<file path="src/rtl/wb_bridge_pkg.sv">
// wb_bridge_pkg: shared FSM type and constants for the N-way Wishbone bridge
package wb_bridge_pkg;
  localparam int MAX_PORTS = 8;
  localparam logic [31:0] ERR_DATA = 32'h0000_0000;
  typedef enum logic [1:0] {ST_IDLE, ST_BUSY, ST_RESP} state_e;
  function automatic int idx_width(input int n);
    return (n > 1) ? $clog2(n) : 1;
  endfunction
endpackage

</file>
<file path="src/rtl/wb_addr_decoder.sv">
// wb_addr_decoder: combinational base/mask decoder, lowest matching port wins
module wb_addr_decoder
  import wb_bridge_pkg::*;
#(
  parameter int NUM_PORTS = 4,
  parameter logic [NUM_PORTS*32-1:0] BASE_ADDRS = '0,
  parameter logic [NUM_PORTS*32-1:0] ADDR_MASKS = '0,
  parameter int IDX_W = idx_width(NUM_PORTS)
) (
  input  logic [31:0]      adr_i,
  output logic             hit_o,
  output logic [IDX_W-1:0] idx_o
);
  // scan downwards so the lowest matching index is the one left standing
  always_comb begin
    hit_o = 1'b0;
    idx_o = '0;
    for (int i = NUM_PORTS - 1; i >= 0; i--) begin
      if ((adr_i & ADDR_MASKS[i*32 +: 32]) == (BASE_ADDRS[i*32 +: 32] & ADDR_MASKS[i*32 +: 32])) begin
        hit_o = 1'b1;
        idx_o = i[IDX_W-1:0];
      end
    end
  end
endmodule

</file>
<file path="src/rtl/wb_bridge_nway.sv">
// wb_bridge_nway: one-outstanding Wishbone splitter to NUM_PORTS windows with timeout
module wb_bridge_nway
  import wb_bridge_pkg::*;
#(
  parameter int NUM_PORTS = 4,
  parameter int PORT_ADDR_WIDTH = 11,
  parameter logic [NUM_PORTS*32-1:0] BASE_ADDRS = {32'h3000_3000, 32'h3000_2000, 32'h3000_1000, 32'h3000_0000},
  parameter logic [NUM_PORTS*32-1:0] ADDR_MASKS = {4{32'hFFFF_F000}},
  parameter int TIMEOUT_CYCLES = 255
) (
  input  logic                       wb_clk_i,
  input  logic                       wb_rst_ni,
  input  logic                       wbs_stb_i,
  input  logic                       wbs_cyc_i,
  input  logic                       wbs_we_i,
  input  logic [3:0]                 wbs_sel_i,
  input  logic [31:0]                wbs_dat_i,
  input  logic [31:0]                wbs_adr_i,
  output logic                       wbs_ack_o,
  output logic                       wbs_err_o,
  output logic [31:0]                wbs_dat_o,
  output logic [NUM_PORTS-1:0]       wbm_stb_o,
  output logic [NUM_PORTS-1:0]       wbm_cyc_o,
  output logic                       wbm_we_o,
  output logic [3:0]                 wbm_sel_o,
  output logic [31:0]                wbm_dat_o,
  output logic [PORT_ADDR_WIDTH-1:0] wbm_adr_o,
  input  logic [NUM_PORTS-1:0]       wbm_ack_i,
  input  logic [NUM_PORTS*32-1:0]    wbm_dat_i,
  output logic [7:0]                 timeout_count_o
);
  localparam int IDX_W = idx_width(NUM_PORTS);
  localparam logic [15:0] TMO_LAST = 16'(TIMEOUT_CYCLES - 1);
  state_e state_q, state_d;
  logic [IDX_W-1:0] port_q, port_d, hit_idx;
  logic hit, we_q, we_d, err_q, err_d;
  logic [3:0] sel_q, sel_d;
  logic [31:0] wdat_q, wdat_d, rdat_q, rdat_d;
  logic [PORT_ADDR_WIDTH-1:0] adr_q, adr_d;
  logic [15:0] cnt_q, cnt_d;
  logic [7:0] tmo_q, tmo_d;

  wb_addr_decoder #(
    .NUM_PORTS (NUM_PORTS),
    .BASE_ADDRS(BASE_ADDRS),
    .ADDR_MASKS(ADDR_MASKS),
    .IDX_W     (IDX_W)
  ) u_dec (
    .adr_i(wbs_adr_i),
    .hit_o(hit),
    .idx_o(hit_idx)
  );

  assign wbm_stb_o = (state_q == ST_BUSY) ? ({{(NUM_PORTS-1){1'b0}}, 1'b1} << port_q) : '0;
  assign wbm_cyc_o = wbm_stb_o;
  assign wbm_we_o = we_q;
  assign wbm_sel_o = sel_q;
  assign wbm_dat_o = wdat_q;
  assign wbm_adr_o = adr_q;
  assign wbs_ack_o = (state_q == ST_RESP) && !err_q;
  assign wbs_err_o = (state_q == ST_RESP) && err_q;
  assign wbs_dat_o = rdat_q;
  assign timeout_count_o = tmo_q;

  // next state: accept/decode in IDLE, wait for ack/abort/timeout in BUSY, one response cycle
  always_comb begin
    state_d = state_q;
    port_d = port_q;
    we_d = we_q;
    sel_d = sel_q;
    wdat_d = wdat_q;
    adr_d = adr_q;
    rdat_d = rdat_q;
    err_d = err_q;
    cnt_d = cnt_q;
    tmo_d = tmo_q;
    case (state_q)
      ST_IDLE:
        if (wbs_cyc_i && wbs_stb_i) begin
          if (hit) begin
            state_d = ST_BUSY;
            port_d = hit_idx;
            we_d = wbs_we_i;
            sel_d = wbs_sel_i;
            wdat_d = wbs_dat_i;
            adr_d = wbs_adr_i[PORT_ADDR_WIDTH-1:0];
            cnt_d = '0;
          end else begin
            state_d = ST_RESP;
            err_d = 1'b1;
            rdat_d = ERR_DATA;
          end
        end
      ST_BUSY:
        if (!wbs_cyc_i) begin
          state_d = ST_IDLE;
        end else if (wbm_ack_i[port_q]) begin
          state_d = ST_RESP;
          err_d = 1'b0;
          rdat_d = wbm_dat_i[port_q*32 +: 32];
        end else if (cnt_q == TMO_LAST) begin
          state_d = ST_RESP;
          err_d = 1'b1;
          rdat_d = ERR_DATA;
          tmo_d = tmo_q + {7'd0, tmo_q != 8'hFF};
        end else begin
          cnt_d = cnt_q + 16'd1;
        end
      default: state_d = ST_IDLE;
    endcase
  end

  // state and datapath registers, cleared asynchronously
  always_ff @(posedge wb_clk_i or negedge wb_rst_ni) begin
    if (!wb_rst_ni) begin
      state_q <= ST_IDLE;
      port_q <= '0;
      we_q <= 1'b0;
      sel_q <= '0;
      wdat_q <= '0;
      adr_q <= '0;
      rdat_q <= '0;
      err_q <= 1'b0;
      cnt_q <= '0;
      tmo_q <= '0;
    end else begin
      state_q <= state_d;
      port_q <= port_d;
      we_q <= we_d;
      sel_q <= sel_d;
      wdat_q <= wdat_d;
      adr_q <= adr_d;
      rdat_q <= rdat_d;
      err_q <= err_d;
      cnt_q <= cnt_d;
      tmo_q <= tmo_d;
    end
  end
endmodule

</file>
<file path="config.mk">
export PLATFORM = sky130hd
export DESIGN_NAME = wb_bridge_nway
export DESIGN_NICKNAME = d
export VERILOG_FILES = /design/src/rtl/wb_bridge_pkg.sv /design/src/rtl/wb_addr_decoder.sv /design/src/rtl/wb_bridge_nway.sv
export SDC_FILE = /design/constraint.sdc
export NUM_CORES = 1
export LEC_CHECK = 0
export ABC_AREA = 1
export CAP_MARGIN = 20
export CELL_PAD_IN_SITES_DETAIL_PLACEMENT = 1
export CELL_PAD_IN_SITES_GLOBAL_PLACEMENT = 1
export CORE_MARGIN = 1
export CORE_UTILIZATION = 26
export CTS_CLUSTER_DIAMETER = 50
export DETAILED_ROUTE_END_ITERATION = 8
export MAX_ROUTING_LAYER = met4
export PLACE_DENSITY_LB_ADDON = 0.1
export SYNTH_ARGS = -nofsm -noshare
export SYNTH_HDL_FRONTEND = slang
export SYNTH_HIERARCHICAL = 1
export SYNTH_SLANG_ARGS = --single-unit
</file>
<file path="constraint.sdc">
create_clock -name wb_clk_i -period 1.75 [get_ports wb_clk_i]
set_input_delay 0.35 -clock wb_clk_i [delete_from_list [all_inputs] [get_ports wb_clk_i]]
set_output_delay 0.35 -clock wb_clk_i [all_outputs]
set_load 0.05 [all_outputs]
</file>
# Yosys cells after proc, flatten, opt, wreduce, memory -nomap -nowiden
# Cells that the tools add are included.
# classes
add_sub_neg	2
order_cmp	1
eq_ne	16
shifts	2
mux	35
n_bitwise	1
n_reduce_logical	11
# ops
cell	count
$mux W32	5
$shiftx A128 B8 Y32	1
$eq A20 B18 Y1 const B	4
$mux W16	5
$pmux W32 S2	1
$pmux W16 S2	1
$mux W2	9
$add A16 B1 Y16 const B	1
$eq A16 B8 Y1 const B	1
$ne A2 B2 Y1 const B	6
$mux W1	10
$add A8 B1 Y8	1
$ne A8 B8 Y1 const B	1
$reduce_and A6 Y1	1
$reduce_and A5 Y1	1
$mux W4	1
$ne A4 B2 Y1 const B	1
$pmux W2 S2	1
$reduce_and A4 Y1	1
$shl A1 B2 Y4 const A	1
$logic_and A1 B1 Y1	3
$lt A2 B3 Y1 const B	1
$ne A3 B1 Y1 const B	1
$reduce_and A3 Y1	1
other kinds (9)	9
# totals
reg_bits	109
out_inout_bits	98
word_cells	78

# Depth between registers and ports, before layout
# depth
ltp_word	8
mapped_depth	13
depth_no_buf	12

# By module
# The synthesis kept the hierarchy.
# modules_own_cells
mod	n_inst	cells_each	area_per_inst_um2
wb_bridge_nway	1	874	6364.9
wb_addr_decoder	1	23	86.3

# Least setup slack after synthesis
# OpenSTA, ideal clock, no wires.
# synth_timing
path_type	flip-flop to output port
startpoint	register state_q[1]
endpoint	output wbm_stb_o[0]
arrival_time_ps	2388
required_time_ps	1400
setup_slack_ps	-988
path_stages_with_launch	7
path_buffers	3
cell_sequence	dfrtp_1 inv_2 nand2_2 buf_2 buf_1 nor3_1 buf_4
# synth_between
elab_chain_cells	2
# synth_lines
element	line_no	source
start, declared	wb_bridge_nway.sv:34	state_e state_q, state_d;
start signal, assigned	wb_bridge_nway.sv:127	state_q <= state_d;
$eq A2 B1 Y1	wb_bridge_nway.sv:54	assign wbm_stb_o = (state_q == ST_BUSY) ? ({{(NUM_PORTS-1){1'b0}}, 1'b1} << port_q) : '0;
$mux W4	wb_bridge_nway.sv:54	
end, declared	wb_bridge_nway.sv:22	output logic [NUM_PORTS-1:0] wbm_stb_o,
# No other way between the ends.

# Worst setup path after layout
# layout_timing
startpoint	register port_q[0]
endpoint	output wbm_stb_o[2]
# layout_between
elab_chain_cells	2
# layout_lines
element	line_no	source
start, declared	wb_bridge_nway.sv:35	logic [IDX_W-1:0] port_q, port_d, hit_idx;
start signal, assigned	wb_bridge_nway.sv:128	port_q <= port_d;
$shl A1 B2 Y4	wb_bridge_nway.sv:54	
$mux W4	wb_bridge_nway.sv:54	
# No other way between the ends.

==> impl_metrics.yaml <==
route:
  avgRoutedWirePerCell_um: 15.2
  dr.pass1.iters: 4
  drt_iter0_markers: 228
  drc: 0
  vias: 7049
  ant_nets: 0
  drt_wl_total_um: 24000
  vias_per_cell: 4.45
global_routing:
  grt_pass1_vias: 7303
  overflow: 0
  grt_max_degree: 41
  antenna_found_initial: 0
  groute.usage.overall_pct: 19.1
  grt_pass1_wl_um: 37700
power_and_ir_drop:
  p_leak_nw: 5.79
  p_int_mw: 4.36
  p_sw_share_pct: 28.5
  combPwrFrac_pct: 24.0
  switchingPower_mw: 1.74
  seq_power_share_pct: 41.8
  p_clk_share_pct: 34.2
  power.density_nw_per_um2: 549
  power_mw: 6.11
  irDropWorstVdd_uv: 583
logic_synthesis:
  ys_warn_count: 6
  synth_area_um2: 6450
  synth_top_cell_by_area: "dfrtp_1"
  ys_seq_area_share_pct: 42.3
  async_reset_ff_share_pct: 100
  synth_seq_cells: 109
  syn_avg_cell_area_um2: 7.19
  synth_edf_count: 0
  synth_area_leaders: "dfrtp_1 (42%), nand2_1 (26%), mux2_2 (8.4%)"
  yosys.area.top_type_share_pct: 42.3
  syn_inst: 897
  ys.flop_type: "dfrtp_1"
  synth.most_common_cell: "nand2_1"
  synth_fp_nets: 1106
  synth.distinct_cells: 28
  synth_common_cells: "nand2_1 (441), dfrtp_1 (109), nor2_1 (96)"
finish:
  syn_to_final_growth_pct: 72.5
  final_core_util_pct: 45.8
  n_antenna_cell: 0
  fill_cells: 2954
  area.sequential_um2: 2740
  drive_gt1_share_pct: 26.1
  multi_input_area_um2: 3570
  final_nets: 1464
clock_tree:
  cts_tree: "yes"
  cts_htree_levels: 3
  clk_pin_slew_worst_paths_ns: 0.08
  clock_latency_ns: 0.36
  cts.sinks: 109
  ctsRootBufferMaster: "clkbuf_16"
  clk_path_buf_depth: 2
  cts_made_buffers: 9
floorplanning:
  die-area_um2: 25400
  io-pin-count: 303
  die_h_um: 160
  coreArea_um2: 24300
  fp.dieW_um: 160
  start_util_pct: 26.5
  num_rows: 57
setup_path:
  path_class: "reg -> out"
  cp_max_fo: 5
  required_ns: 1.40
  cp.arrival_ns: 1.44
  critPathLaunchType: "flop"
  crit_path_end_kind: "output port"
run_status:
  status: "finished with violations"
  violations: "setup timing"
sta:
  final_hold_viol_count: 0
  finalCritPeriodShare_pct: 102
  finalCriticalPeriod_ns: 1.79
  worst_clock_skew_ns: 0.00915
  worst_slew_pin_slew_ns: 0.361
  setup-violations-final: 8
  drv_slew: 0
  max_slew_margin_pct: 75.9
  fmax_ghz: 0.558
  setup_ws_ns: -0.0419
  rsz0062_at_grt: "true"
placement:
  hpwl_um: 18100
  port_buffers: 301
  routabilityCongestion: 0.792
worst_hold_path:
  hp-class: "in -> async"
run:
  maxCapViolations: 0
[timing repair]
| action | 4_1_cts | 5_1_grt |
|---|---|---|
| buffers inserted | 18 | 11 |
| endpoints found under the hold margin | 3 | 0 |
| pin swaps | 8 | 39 |
| hold buffers | 1 | 0 |
| endpoints found under the setup margin | 106 | 105 |
| cloned | 2 | 5 |
| resized for setup | 40 | 70 |
[layout by cell type, fill, tap and decap left out, types with 6 or more instances in the layout]
master | Yosys | final
nand2_1 | 441 | 435
clkdlybuf4s50_1 | 0 | 184
buf_4 | 15 | 149
dfrtp_1 | 109 | 99
nor2_1 | 96 | 90
nand3_1 | 73 | 63
mux2_2 | 48 | 47
buf_12 | 0 | 30
inv_1 | 26 | 23
clkbuf_16 | 0 | 15
clkdlybuf4s15_1 | 0 | 11
nand3_2 | 0 | 10
dfrtp_2 | 0 | 10
nor2_4 | 4 | 9
inv_2 | 6 | 7
nand4_1 | 7 | 7
nand2_2 | 4 | 6
xor2_1 | 6 | 6
[cells by family (layout without fill, tap and decap cells)]
logic type | count (synthesis) | in the layout | share of synthesized area [%]
AND/OR/NAND/NOR | 639 | 639 | 40.3
flip-flops | 109 | 109 | 42.3
buffers and inverters | 80 | 443 | 6.30
multiplexers | 48 | 48 | 8.38
XOR/XNOR | 11 | 11 | 1.49
AO/OA/AOI/OAI | 6 | 6 | 0.504
adder cells (fa/ha/maj) | 4 | 4 | 0.776
[power groups by stage]
| stage | sequential, mW | combinational [mW] | clock (mW) |
|---|---|---|---|
| after floorplan | 2.60 | 0.472 | 0 |
| after global placement | 2.61 | 1.31 | 0 |
| after detailed placement | 2.61 | 1.33 | 0 |
| after CTS | 2.55 | 1.38 | 2.16 |
| after global routing | 2.56 | 1.59 | 2.25 |
| final | 2.55 | 1.46 | 2.09 |
[worst paths after layout]
kind	from	endpoint	slack, ns	cells past startpoint
worst max-delay path	port_q[0]$_DFFE_PN0P_	wbm_stb_o[2]	-0.04	3
worst min-delay path	wb_rst_ni	wbs_dat_o[1]$_DFFE_PN0P_	0.35	2
worst max register to register	state_q[1]$_DFFE_PN0P_	wbm_dat_o[31]$_DFFE_PN0P_	0.09	6
worst min register to register	wbs_dat_o[5]$_DFFE_PN0P_	wbs_dat_o[5]$_DFFE_PN0P_	0.48	2
max in group asynchronous	wb_rst_ni	timeout_count_o[5]$_DFFE_PN0P_	0.82	3
min in group wb_clk_i	wbs_dat_o[5]$_DFFE_PN0P_	wbs_dat_o[5]$_DFFE_PN0P_	0.48	2
[cell type report]
type | instances | share of cell area, %
repair buffers | 395 | 35.8
multi-input cells | 708 | 32.0
flip-flops and latches | 109 | 24.6
well taps | 324 | 3.64
clock buffers | 9 | 2.02
inverters | 32 | 1.17
clock inverters | 7 | 0.708
[critical path: stages, from the launching register on]
cell and delay, ns:
dfrtp_2 0.46, buf_12 0.15, nor3_4 0.29, buf_12 0.18
[sequential cells by signal, summed over array words and instances, names as in the netlist]
name	flops
state_q	2
wbm_adr_o	11
wbm_dat_o	32
wbs_dat_o	32
timeout_count_o	8
port_q	2
wbm_sel_o	4
err_q	1
cnt_q	16
wbm_we_o	1
[metal layers]
metal	global-route usage [%]	part of all wire (%)	up-vias
li1	-	-	3508
met1	22.9	43	3388
met2	34.1	53	142
met3	3.65	3.6	11
met4	2.40	0.58	0
met5	-	0	-
[stage by stage]
step / worst slack, ns / cell area, um^2 / setup TNS, ns / instances / hold slack (ns)
6_report: -0.0419 / 11100 / -0.236 / 1584 / 0.346
5_1_grt: -0.108 / 11100 / -1.30 / 1584 / 0.335
4_1_cts: -0.0751 / 10700 / -0.600 / 1570 / 0.333
3_5_place_dp: -0.610 / 10100 / -55.07 / 1533 / 0.176
3_3_place_gp: -0.556 / 10100 / -51.72 / 1533 / 0.174
2_1_floorplan: -0.185 / 6540 / -0.785 / 897 / 0.0544
Note: power is estimated with default switching activity, not from simulation.
